$ cat src/rtl/tinyqv_alu_seq.sv
// Nibble-serial ALU/shift/multiply sequencer: 8 RUN cycles plus one finalize cycle, then DONE.
// Build option: define TINYQV_ALU_SEQ_MUL_EN to include the multiplier and its accumulator.
module tinyqv_alu_seq #(
  parameter int MUL_B_BITS = 16
) (
  input  logic        clk,
  input  logic        rstn,
  input  logic        start_valid,
  output logic        start_ready,
  input  logic [3:0]  op,
  input  logic [31:0] a,
  input  logic [31:0] b,
  output logic        res_valid,
  input  logic        res_ready,
  output logic [31:0] res,
  output logic        cmp,
  output logic        busy
);
  // Handshake: a request transfers on a clock edge where start_valid && start_ready;
  // a result transfers where res_valid && res_ready. Each valid is held until its transfer.

  localparam logic [1:0] S_IDLE = 2'd0;
  localparam logic [1:0] S_RUN  = 2'd1;
  localparam logic [1:0] S_DONE = 2'd2;

  logic [1:0]  state;
  logic [3:0]  cnt;
  logic [3:0]  op_q;
  logic [31:0] a_q;
  logic [31:0] b_q;
  logic        carry;
  logic        cmp_chain;

  logic [4:0]  bit_base;
  logic [3:0]  a_nib;
  logic [3:0]  b_nib;
  logic        inv_b;
  logic [4:0]  add_sum;
  logic [31:0] sll_val;
  logic [31:0] srl_val;
  logic [31:0] sra_val;
  logic [3:0]  nib;
  logic        final_cmp;
  logic        is_slt;

  assign start_ready = (state == S_IDLE);
  assign res_valid   = (state == S_DONE);
  assign busy        = (state != S_IDLE);

  assign bit_base = {cnt[2:0], 2'b00};
  assign a_nib    = a_q[bit_base +: 4];
  assign b_nib    = b_q[bit_base +: 4];
  assign inv_b    = op_q[1] | op_q[3];
  assign add_sum  = {1'b0, a_nib} + {1'b0, inv_b ? ~b_nib : b_nib} + {4'b0000, carry};
  assign sll_val  = a_q << b_q[4:0];
  assign srl_val  = a_q >> b_q[4:0];
  assign sra_val  = $signed(a_q) >>> b_q[4:0];
  assign is_slt   = (op_q == 4'b0010) || (op_q == 4'b0011);

`ifdef TINYQV_ALU_SEQ_MUL_EN
  // acc carries everything above the nibble already emitted; a zero a_nib just shifts it down.
  logic [MUL_B_BITS:0]   acc;
  logic [MUL_B_BITS+4:0] mul_sum;
  assign mul_sum = {4'b0000, acc}
                 + ({{(MUL_B_BITS+1){1'b0}}, a_nib} * {5'b00000, b_q[MUL_B_BITS-1:0]});
`endif

  always_comb begin
    nib = 4'h0;
    case (op_q)
      4'b0000, 4'b1000: nib = add_sum[3:0];
      4'b0001:          nib = sll_val[bit_base +: 4];
      4'b0101:          nib = srl_val[bit_base +: 4];
      4'b1101:          nib = sra_val[bit_base +: 4];
      4'b0100:          nib = a_nib ^ b_nib;
      4'b0110:          nib = a_nib | b_nib;
      4'b0111:          nib = a_nib & b_nib;
`ifdef TINYQV_ALU_SEQ_MUL_EN
      4'b1010:          nib = mul_sum[3:0];
`endif
      default:          nib = 4'h0;
    endcase
  end

  // carry here is the carry-out of the top nibble; a signed compare folds in the sign bits.
  always_comb begin
    final_cmp = 1'b0;
    case (op_q)
      4'b0010: final_cmp = a_q[31] ^ ~b_q[31] ^ carry;
      4'b0011: final_cmp = ~carry;
      4'b0100: final_cmp = cmp_chain;
      default: final_cmp = 1'b0;
    endcase
  end

  always_ff @(posedge clk) begin
    if (!rstn) begin
      state     <= S_IDLE;
      cnt       <= 4'd0;
      op_q      <= 4'd0;
      a_q       <= 32'd0;
      b_q       <= 32'd0;
      carry     <= 1'b0;
      cmp_chain <= 1'b0;
      res       <= 32'd0;
      cmp       <= 1'b0;
`ifdef TINYQV_ALU_SEQ_MUL_EN
      acc       <= '0;
`endif
    end else begin
      case (state)
        S_IDLE: begin
          if (start_valid) begin
            op_q      <= op;
            a_q       <= a;
            b_q       <= b;
            cnt       <= 4'd0;
            carry     <= op[1] | op[3];
            cmp_chain <= 1'b1;
            res       <= 32'd0;
`ifdef TINYQV_ALU_SEQ_MUL_EN
            acc       <= '0;
`endif
            state     <= S_RUN;
          end
        end
        S_RUN: begin
          if (cnt[3]) begin
            // Finalize cycle after the eighth nibble.
            cmp <= final_cmp;
            if (is_slt) res <= {31'd0, final_cmp};
            state <= S_DONE;
          end else begin
            res[bit_base +: 4] <= nib;
            carry     <= add_sum[4];
            cmp_chain <= cmp_chain & (a_nib == b_nib);
`ifdef TINYQV_ALU_SEQ_MUL_EN
            acc       <= mul_sum[MUL_B_BITS+4:4];
`endif
            cnt       <= cnt + 4'd1;
          end
        end
        S_DONE: begin
          if (res_ready) state <= S_IDLE;
        end
        default: state <= S_IDLE;
      endcase
    end
  end
endmodule

$ cat config.mk
export PLATFORM = sky130hd
export DESIGN_NAME = tinyqv_alu_seq
export DESIGN_NICKNAME = d
export VERILOG_FILES = /design/src/rtl/tinyqv_alu_seq.sv
export SDC_FILE = /design/constraint.sdc
export NUM_CORES = 1
export LEC_CHECK = 0
export ABC_AREA = 1
export ABC_CLOCK_PERIOD_IN_PS = 3000
export BUFFER_PORTS_ARGS = -buffer_cell sky130_fd_sc_hd__buf_2
export CORE_MARGIN = 4
export CORE_UTILIZATION = 54
export DETAILED_ROUTE_END_ITERATION = 7
export PLACE_DENSITY = 0.78
export SKIP_LAST_GASP = 1
export SLEW_MARGIN = 10
export SYNTH_ARGS = -nofsm -noshare
export SYNTH_HDL_FRONTEND = slang
export SYNTH_SLANG_ARGS = --single-unit
export TNS_END_PERCENT = 30
$ cat constraint.sdc
create_clock -name clk -period 3 [get_ports clk]
set_input_delay 0.6 -clock clk [delete_from_list [all_inputs] [get_ports clk]]
set_output_delay 0.6 -clock clk [all_outputs]
set_load 0.01 [all_outputs]
# After elaboration in Yosys (flattened, before gate mapping)
# Index checks and enable logic that the tools add are counted.
# totals
rom_bits	0
ramBits	0
mem_count	0
latch_bits	0
wordCells	85
regBits	109
in_bits	72
# classes
multipliers	0
n_reduce_logical	12
shift	10
eq_ne	17
n_mux	21
n_bitwise	11
n_lt_le_gt_ge	0
div_mod_pow	0
n_addsub	4
# ops
operator	n
32-bit by 6-bit indexed part select with 4-bit output	5
32-bit 2-to-1 mux	3
32-bit one-hot mux with 2 select lines	1
32-bit bitwise mux	1
4-bit by 7-bit variable shift with 32-bit output (first input constant)	1
4-bit by 7-bit indexed part select with 32-bit output	1
32-bit by 5-bit << shifter with 32-bit output	1
32-bit by 5-bit right shift with 32-bit output	1
32-bit by 5-bit >>> shifter with 32-bit output	1
4-bit one-hot mux with 7 select lines	1
4-bit by 3-bit equality test with 1-bit output (second input constant)	4
4-bit 2-to-1 mux	3
3-bit AND reduction	3
4-bit by 2-bit equality test with 1-bit output (second input constant)	2
4-bit equality test (second input constant)	2
4-bit one-hot mux with 2 select lines	1
5-bit negation with 7-bit output	1
2-bit 2-to-1 mux	3
2-bit inequality test (second input constant)	3
2-bit one-hot mux with 3 select lines	1
2-bit AND reduction	3
4-bit by 4-bit adder with 5-bit output	1
5-bit by 1-bit adder with 5-bit output	1
4-bit by 1-bit adder with 4-bit output (second input constant)	1
22 further kinds	30

# Depth between registers and ports, before layout
# Gate-level depths: netlist (run 1).
# depth
word_depth	10
ltp_mapped	21
depth_no_buf	21

# Worst setup path before layout (run 1)
# Ideal clock, no wire load.
# synth_timing
path_type	reg2reg
start	register cnt[0]
end	register res[10]
arrival_ns	3.166
setup_time_ns	0.132
stages_incl_launch_ff	19
t_required_ns	2.868
slack_ns	-0.298
synth_period_minus_slack_ns	3.298
path_cell_list	dfxtp_1 buf_2 buf_2 buf_2 clkbuf_1 nor2_1 o22ai_1 nand2_1 nand2_1 xor2_1 fa_1 inv_1 fa_1 o21ai_0 o22ai_1 a221oi_1 nand2_2 nand2_1 a21oi_1
# synth_between
elab_chain_cells	10
word_cells_on_any_way	19
# synth_lines
element	line	text
from (decl)	27	logic [3:0] cnt;
from (signal assigned)	140	cnt <= cnt + 4'd1;
32-bit by 6-bit indexed part select with 4-bit output	52	assign b_nib = b_q[bit_base +: 4];
4-bit NOT	54	assign add_sum = {1'b0, a_nib} + {1'b0, inv_b ? ~b_nib : b_nib} + {4'b0000, carry};
4-bit 2-to-1 mux	54	
4-bit by 4-bit adder with 5-bit output	54	
5-bit by 1-bit adder with 5-bit output	54	
4-bit one-hot mux with 7 select lines	70	case (op_q)
4-bit by 7-bit indexed part select with 32-bit output	134	res[bit_base +: 4] <= nib;
32-bit bitwise mux (*)	134	
32-bit 2-to-1 mux (*)	128	if (cnt[3]) begin
32-bit one-hot mux with 2 select lines (*)	111	case (state)
to (signal assigned)	131	if (is_slt) res <= {31'd0, final_cmp};
to (signal, indexed assignment)	134	
to (decl)	15	output logic [31:0] res,
# Every way passes the cells marked *; elsewhere a longest branch is shown, timed or not.
# A chain may end at the register's enable or synchronous reset.

# Worst setup path after layout (run 1)
# layout_timing
start	register cnt[1]
end	register res[9]
# Same word-level chain as after synthesis.

==> flow_summary.toml, run 1 <==
[cells_and_area]
nets = 1664
drive_above_1_share = 0.151
syn_to_final_growth_pct = 14.5
fill_cells = 1643
diodes = 0
postLayoutCellArea_mm2 = 0.00990

[global_route]
gr-total-overflow = 0
grt_first_pass_wirelength_mm = 49.7
antenna_found_initial = 0
grt_pass1_vias = 9349
grt_usage = 0.343
grt_max_degree = 71

[floorplan]
core_mm2 = 0.0158
start_util = 0.548
std_cell_rows = 46
die_h_um = 135
die_area_mm2 = 0.0181
die_x_um = 135
io_pins = 108

[pwr]
clock_power_share = 0.252
power_frac_comb = 0.398
p_int_w = 0.00276
p_seq_frac = 0.350
powerDensity_mw_per_mm2 = 472
ir_drop_mv = 0.369
leakagePower_nw = 4.65
p_switching_w = 0.00192
switching_share = 0.410

[critical_path]
crit_fanout = 8
endpoint_kind = "register"
rr_startpoint = "cnt[1]$_SDFFE_PN0P_"
crit_path_start_kind = "register"
path_class = "reg -> reg"
r2r_end = "res[9]$_SDFFE_PN0P_"
critPathArrivalTime_ps = 3030
required_ps = 3210
ff2ff_path_depth = 16
rrSetupSlack_ps = 180

[job]
max-cap-violations = 0

[synthesis]
synth_commonest_cells = "nand2_1 (409), nand3_1 (224), nor2_1 (149)"
syn_nets = 1576
synth.most_common_cell = "nand2_1"
avgSynthCellArea_um2 = 5.81
ys_seq_area_frac = 0.252
syn-cell-area_mm2 = 0.00865
synth_edf_count = 0
synth_top_area_frac = 0.252
ys_warn_count = 0
synth_top_area_cell = "dfxtp_1"
synthTopCellsByArea = "dfxtp_1 (25%), nand2_1 (18%), nand3_1 (13%), o21ai_0 (8.5%), a21oi_1 (6.6%)"
synthCells = 1488
synthFlopType = "dfxtp_1"
synth_cell_type_count = 49
async_flop_share = 0
ys_seq_elements = 109

[route]
route.met3.wl_mm = 2.74
dr.max_layer_used = "met4"
wl_met2_mm = 14.2
drc = 0
vias = 10500
drtIter0Drc = 1377
met1Wirelength_mm = 13.2
wl_per_cell_um = 17.6
routed_wirelength_mm = 31.6
viasPerCell = 5.82
first_pass_iters = 8
ant_nets = 0

[placement]
io_buffers = 107
place_area_mm2 = 0.00951
place.gp.congestion = 1.05
dp_hpwl_mm = 24.1

[timing]
skew_ps = 11.6
post-route-min-period_ps = 2820
whs_ps = 464
slew_viol_final = 0
period_share = 0.940
setup_viol = 0
max_freq_mhz = 354
timing_hold_violations_final = 0
max-slew-margin-rel = 0.480
tightest_slew_ps = 777
rsz0062_at_grt = "yes"

[clock_network]
path_clk_slew_ps = 80
cts_tree = "done"
clock-sinks = 109
htree_levels = 3
clk_latency_ps = 350
clockBufferDepth = 2
root_buffer = "clkbuf_16"
numCtsBuffers = 9

[min_path]
worstHoldPathCells = 2
hold_end = "res[18]$_SDFFE_PN0P_"
hp-start = "res[18]$_SDFFE_PN0P_"
hp-class = "reg -> reg"

[run_status]
status = "completed"
cells in the final DEF (no fill, tap or decap), types with 4 or more instances in the layout:
master | netlist | final
buf_12 | 1 | 4
o21ai_0 | 147 | 142
buf_2 | 27 | 107
o21ai_1 | 25 | 30
a21oi_1 | 114 | 114
dfxtp_1 | 109 | 106
o211ai_1 | 22 | 22
nand3_1 | 224 | 224
clkbuf_16 | 0 | 9
nor3_1 | 10 | 10
inv_2 | 10 | 9
nand2_2 | 17 | 19
buf_4 | 4 | 56
nand2_1 | 409 | 407
ha_1 | 14 | 14
nor2_1 | 149 | 149
nand4_1 | 11 | 11
inv_1 | 79 | 78
o22ai_1 | 8 | 8
area by class of cell:
cell class / count / area (um2) / share of cell area
tap: 216 / 270 / 0.0273
timing repair buffer: 170 / 1080 / 0.109
inverter: 90 / 348 / 0.0351
clock buffer: 9 / 225 / 0.0227
clock inverter: 7 / 67.6 / 0.00682
sequential: 109 / 2190 / 0.221
multi-input combinational: 1196 / 5730 / 0.578
per-stage QoR:
stage	total power (W)	utilization	setup slack, ps	std cells	setup TNS [ps]
detailed placement	0.00342	0.603	-1.57	1777	-1.78
floorplan	0.00287	-	-22.1	1488	-161
CTS	0.00459	0.622	15.3	1793	0
finish	0.00467	0.628	179	1797	0
global placement	0.00341	0.603	71.6	1777	0
global route	0.00494	0.628	-9.68	1797	-15.8
metal layers:
metal  up-vias  GRT usage
li1       5168          -
met1      4667      0.462
met2       534      0.549
met3        96     0.0451
met4         0      0.158
met5         -          0
worst max path at each step:
stage                                   start  depth (start not counted)                   end  slack [ps]
after floorplan           cnt[0]$_SDFFE_PN0P_                         17   res[9]$_SDFFE_PN0P_         -20
after global placement    cnt[0]$_SDFFE_PN0P_                         16   res[2]$_SDFFE_PN0P_          70
after detailed placement  cnt[0]$_SDFFE_PN0P_                         16   res[2]$_SDFFE_PN0P_          -2
after CTS                 cnt[1]$_SDFFE_PN0P_                         16   res[2]$_SDFFE_PN0P_          20
after global routing      cnt[1]$_SDFFE_PN0P_                         15  res[26]$_SDFFE_PN0P_         -10
final                     cnt[1]$_SDFFE_PN0P_                         16   res[9]$_SDFFE_PN0P_         180
critical path, stage by stage, from the launching register on:
cell and delay (ps):
dfxtp_1 370, inv_2 80, buf_4 140, a21oi_1 90, o21ai_0 90, nand2_1 70
nand2_1 50, o21ai_1 90, buf_4 140, inv_1 60, fa_2 360, inv_1 90
fa_1 400, a221oi_2 300, nand2_2 190, nand2_1 100, a21oi_1 60
sequential cells by signal (all words and copies together), names as in the netlist, 2 cells and up:
register and count:
b_q 32, cnt 4, res 32, op_q 4, a_q 32, state 2
power by group through the flow:
stage	logic, W	registers [W]	clock network [W]
2_1_floorplan	0.00125	0.00162	0
3_3_place_gp	0.00175	0.00166	0
3_5_place_dp	0.00176	0.00166	0
4_1_cts	0.00177	0.00163	0.00119
5_1_grt	0.00205	0.00165	0.00124
6_report	0.00186	0.00164	0.00118
repair_timing:
action                                  4_1_cts  5_1_grt
buffers inserted                              0        4
gates cloned                                  0        0
pin swaps                                     1        4
resized for setup                             2       23
endpoints found under the hold margin         0        0
hold buffers                                  0        0
endpoints found under the setup margin        5       24
cell families after synthesis:
group / after synthesis / synth area share
xor gates and xnor gates: 5 / 0.00506
muxes: 2 / 0.00231
and+or+nand+nor: 836 / 0.414
buffers and inverters: 183 / 0.0908
AOI/OAI and AO/OA: 337 / 0.211
adders and majority gates: 16 / 0.0249
DFF: 109 / 0.252
(Power assumes the default switching activity.)
==> run 2: changes to the inputs <==
--- a/config.mk
+++ b/config.mk
@@ -6,12 +6,12 @@
 export NUM_CORES = 1
 export LEC_CHECK = 0
 export ABC_AREA = 1
-export ABC_CLOCK_PERIOD_IN_PS = 3000
+export ABC_CLOCK_PERIOD_IN_PS = 2600
 export BUFFER_PORTS_ARGS = -buffer_cell sky130_fd_sc_hd__buf_2
 export CORE_MARGIN = 4
-export CORE_UTILIZATION = 54
+export CORE_UTILIZATION = 60
 export DETAILED_ROUTE_END_ITERATION = 7
-export PLACE_DENSITY = 0.78
+export PLACE_DENSITY_LB_ADDON = 0.08
 export SKIP_LAST_GASP = 1
 export SLEW_MARGIN = 10
 export SYNTH_ARGS = -nofsm -noshare
==> constraint.sdc (replaced) <==
create_clock -name clk -period 2.6 [get_ports clk]
set_input_delay 0.52 -clock clk [delete_from_list [all_inputs] [get_ports clk]]
set_output_delay 0.52 -clock clk [all_outputs]
set_load 0.01 [all_outputs]
==> run 2 against run 1 <==
The flow now finishes with violations (setup timing). Core utilization rose by 12 points. Clock skew up 0.79 ps. Critical path depth stayed put. Via count grew 6.4%. Global-route usage increased by 4.7 points. Critical path type unchanged. Fmax decreased by 1.9%.
==> flow_summary.toml, run 2 (synthesis results as in run 1) <==
[global_route]
grt_max_degree = 74
grt_first_pass_wirelength_mm = 51.4
grt_pass1_vias = 10300
grt_usage = 0.390
gr-total-overflow = 0
antenna_found_initial = 0

[run_status]
violations = "setup timing"
status = "complete, but fails checks"

[cells_and_area]
final_common_cell = "nand2_1"
layout_common_cells = "nand2_1 (405), nand3_1 (224), nor2_1 (145), o21ai_0 (130)"
diodes = 0
fill_cells = 1236
multi_input_comb_area_mm2 = 0.00581
layout.cells.non_filler = 1817
nets = 1720
syn_to_final_growth_pct = 20.4
top_regs = "a_q (32), b_q (32), res (32)"
seq_area_mm2 = 0.00219
drive_above_1_share = 0.193

[placement]
dp_cells = 1792
place.gp.congestion = 1.03
io_buffers = 107
dp_hpwl_mm = 24.0

[route]
vias = 11100
viasPerCell = 6.13
first_pass_iters = 6
drtIter0Drc = 1441
routed_wirelength_mm = 32.4
ant_nets = 0
wl_per_cell_um = 17.8
drc = 0

[timing]
setup_viol = 26
max_freq_mhz = 348
slew_viol_final = 0
rsz0062_at_grt = "yes"
layout_setup_ws_ps = -276
timing_hold_violations_final = 0
max-slew-margin-rel = 0.578
fin_tns_setup_ps = -3840
post-route-min-period_ps = 2880
tightest_slew_ps = 632
skew_ps = 12.4
period_share = 1.11

[clock_network]
numCtsBuffers = 9
path_clk_slew_ps = 80
clockBufferDepth = 2
htree_levels = 3
cts_tree = "done"
clk_latency_ps = 370
ctsHoldBuffers = 0
clock-sinks = 109
root_buffer = "clkbuf_16"

[pwr]
leakagePower_nw = 4.94
ir_drop_mv = 0.545
powerDensity_mw_per_mm2 = 544
power_w = 0.00566

[floorplan]
core_mm2 = 0.0140
std_cell_rows = 43
start_util = 0.618
io_pins = 108
die_area_mm2 = 0.0164
die_x_um = 128
die_h_um = 128

[critical_path]
critPathArrivalTime_ps = 3160
rr_startpoint = "cnt[0]$_SDFFE_PN0P_"
r2r_end = "res[3]$_SDFFE_PN0P_"
rrSetupSlack_ps = -280
crit_fanout = 10
required_ps = 2890
endpoint_kind = "register"
ff2ff_path_depth = 16
path_class = "reg -> reg"
crit_path_start_kind = "register"

[job]
max-cap-violations = 0

[min_path]
worstHoldPathCells = 3
hp-start = "b[19]"
hold_end = "b_q[19]$_SDFFE_PN0P_"
hp-class = "in -> reg"
-- run 2: cell count changes in the layout (fill, tap and decap cells not counted), sizes merged --
cell,before,now
buf,170,226
clkinv,5,4
inv,92,93
-- run 2: layout make-up --
class / count / area share
Clock buffer: 9 / 0.0216
Clock inverter: 7 / 0.00805
Inverter: 90 / 0.0336
Multi-Input combinational cell: 1196 / 0.558
Sequential cell: 109 / 0.211
Tap cell: 180 / 0.0216
Timing Repair Buffer: 226 / 0.147
-- run 2: power by group --
part	switching [W]	leakage, nW	internal [W]	total, W
clock network	0.000704	0.151	0.000692	0.00140
registers	0.000107	0.898	0.00177	0.00188
logic	0.00151	3.90	0.000879	0.00239
total	0.00232	4.94	0.00334	0.00566
-- run 2: worst max path at each step --
| stage | startpoint | endpoint | slack, ps | cells after the start |
|---|---|---|---|---|
| floorplan | cnt[0]$_SDFFE_PN0P_ | res[9]$_SDFFE_PN0P_ | -230 | 17 |
| global placement | cnt[1]$_SDFFE_PN0P_ | res[15]$_SDFFE_PN0P_ | -160 | 18 |
| detailed placement | cnt[1]$_SDFFE_PN0P_ | res[3]$_SDFFE_PN0P_ | -290 | 18 |
| CTS | cnt[0]$_SDFFE_PN0P_ | res[3]$_SDFFE_PN0P_ | -80 | 20 |
| global route | cnt[0]$_SDFFE_PN0P_ | res[3]$_SDFFE_PN0P_ | -360 | 20 |
| finish | cnt[0]$_SDFFE_PN0P_ | res[3]$_SDFFE_PN0P_ | -280 | 16 |
-- run 2: through the flow --
| stage | instance area, um2 | worst slack [ps] | hold slack, ps | utilization |
|---|---|---|---|---|
| 5_1_grt | 10400 | -357 | 419 | 0.744 |
| 3_5_place_dp | 9900 | -293 | 452 | 0.708 |
| 6_report | 10400 | -276 | 398 | 0.744 |
| 4_1_cts | 10300 | -84.4 | 402 | 0.738 |
| 2_1_floorplan | 8720 | -231 | 450 | - |
| 3_3_place_gp | 9900 | -155 | 452 | 0.708 |
-- run 2: layer usage --
layer | vias to the layer above | GRT usage | wire, um
li1 | 5285 | - | -
met1 | 5013 | 0.479 | 12200
met2 | 658 | 0.636 | 14900
met3 | 177 | 0.0675 | 2930
met4 | 0 | 0.237 | 2420
met5 | - | 0 | 0
-- run 2: repair_timing --
action | 4_1_cts | 5_1_grt
buffers inserted | 6 | 3
pin swaps | 14 | 6
gates resized for setup | 29 | 19
endpoints found under the setup margin | 32 | 33
hold endpoints to repair | 0 | 0
-- run 2: worst max-delay path, cell delays in order (launching register included) --
cell	delay (ps)
dfxtp_4	380
buf_12	140
buf_4	130
a21oi_1	170
o22ai_1	90
o21ai_1	180
xor2_1	180
ha_1	280
buf_4	170
a211oi_4	290
or2_4	170
nand3_1	70
o2111ai_2	100
inv_2	60
nand2_4	130
nand2_1	100
a21oi_2	160
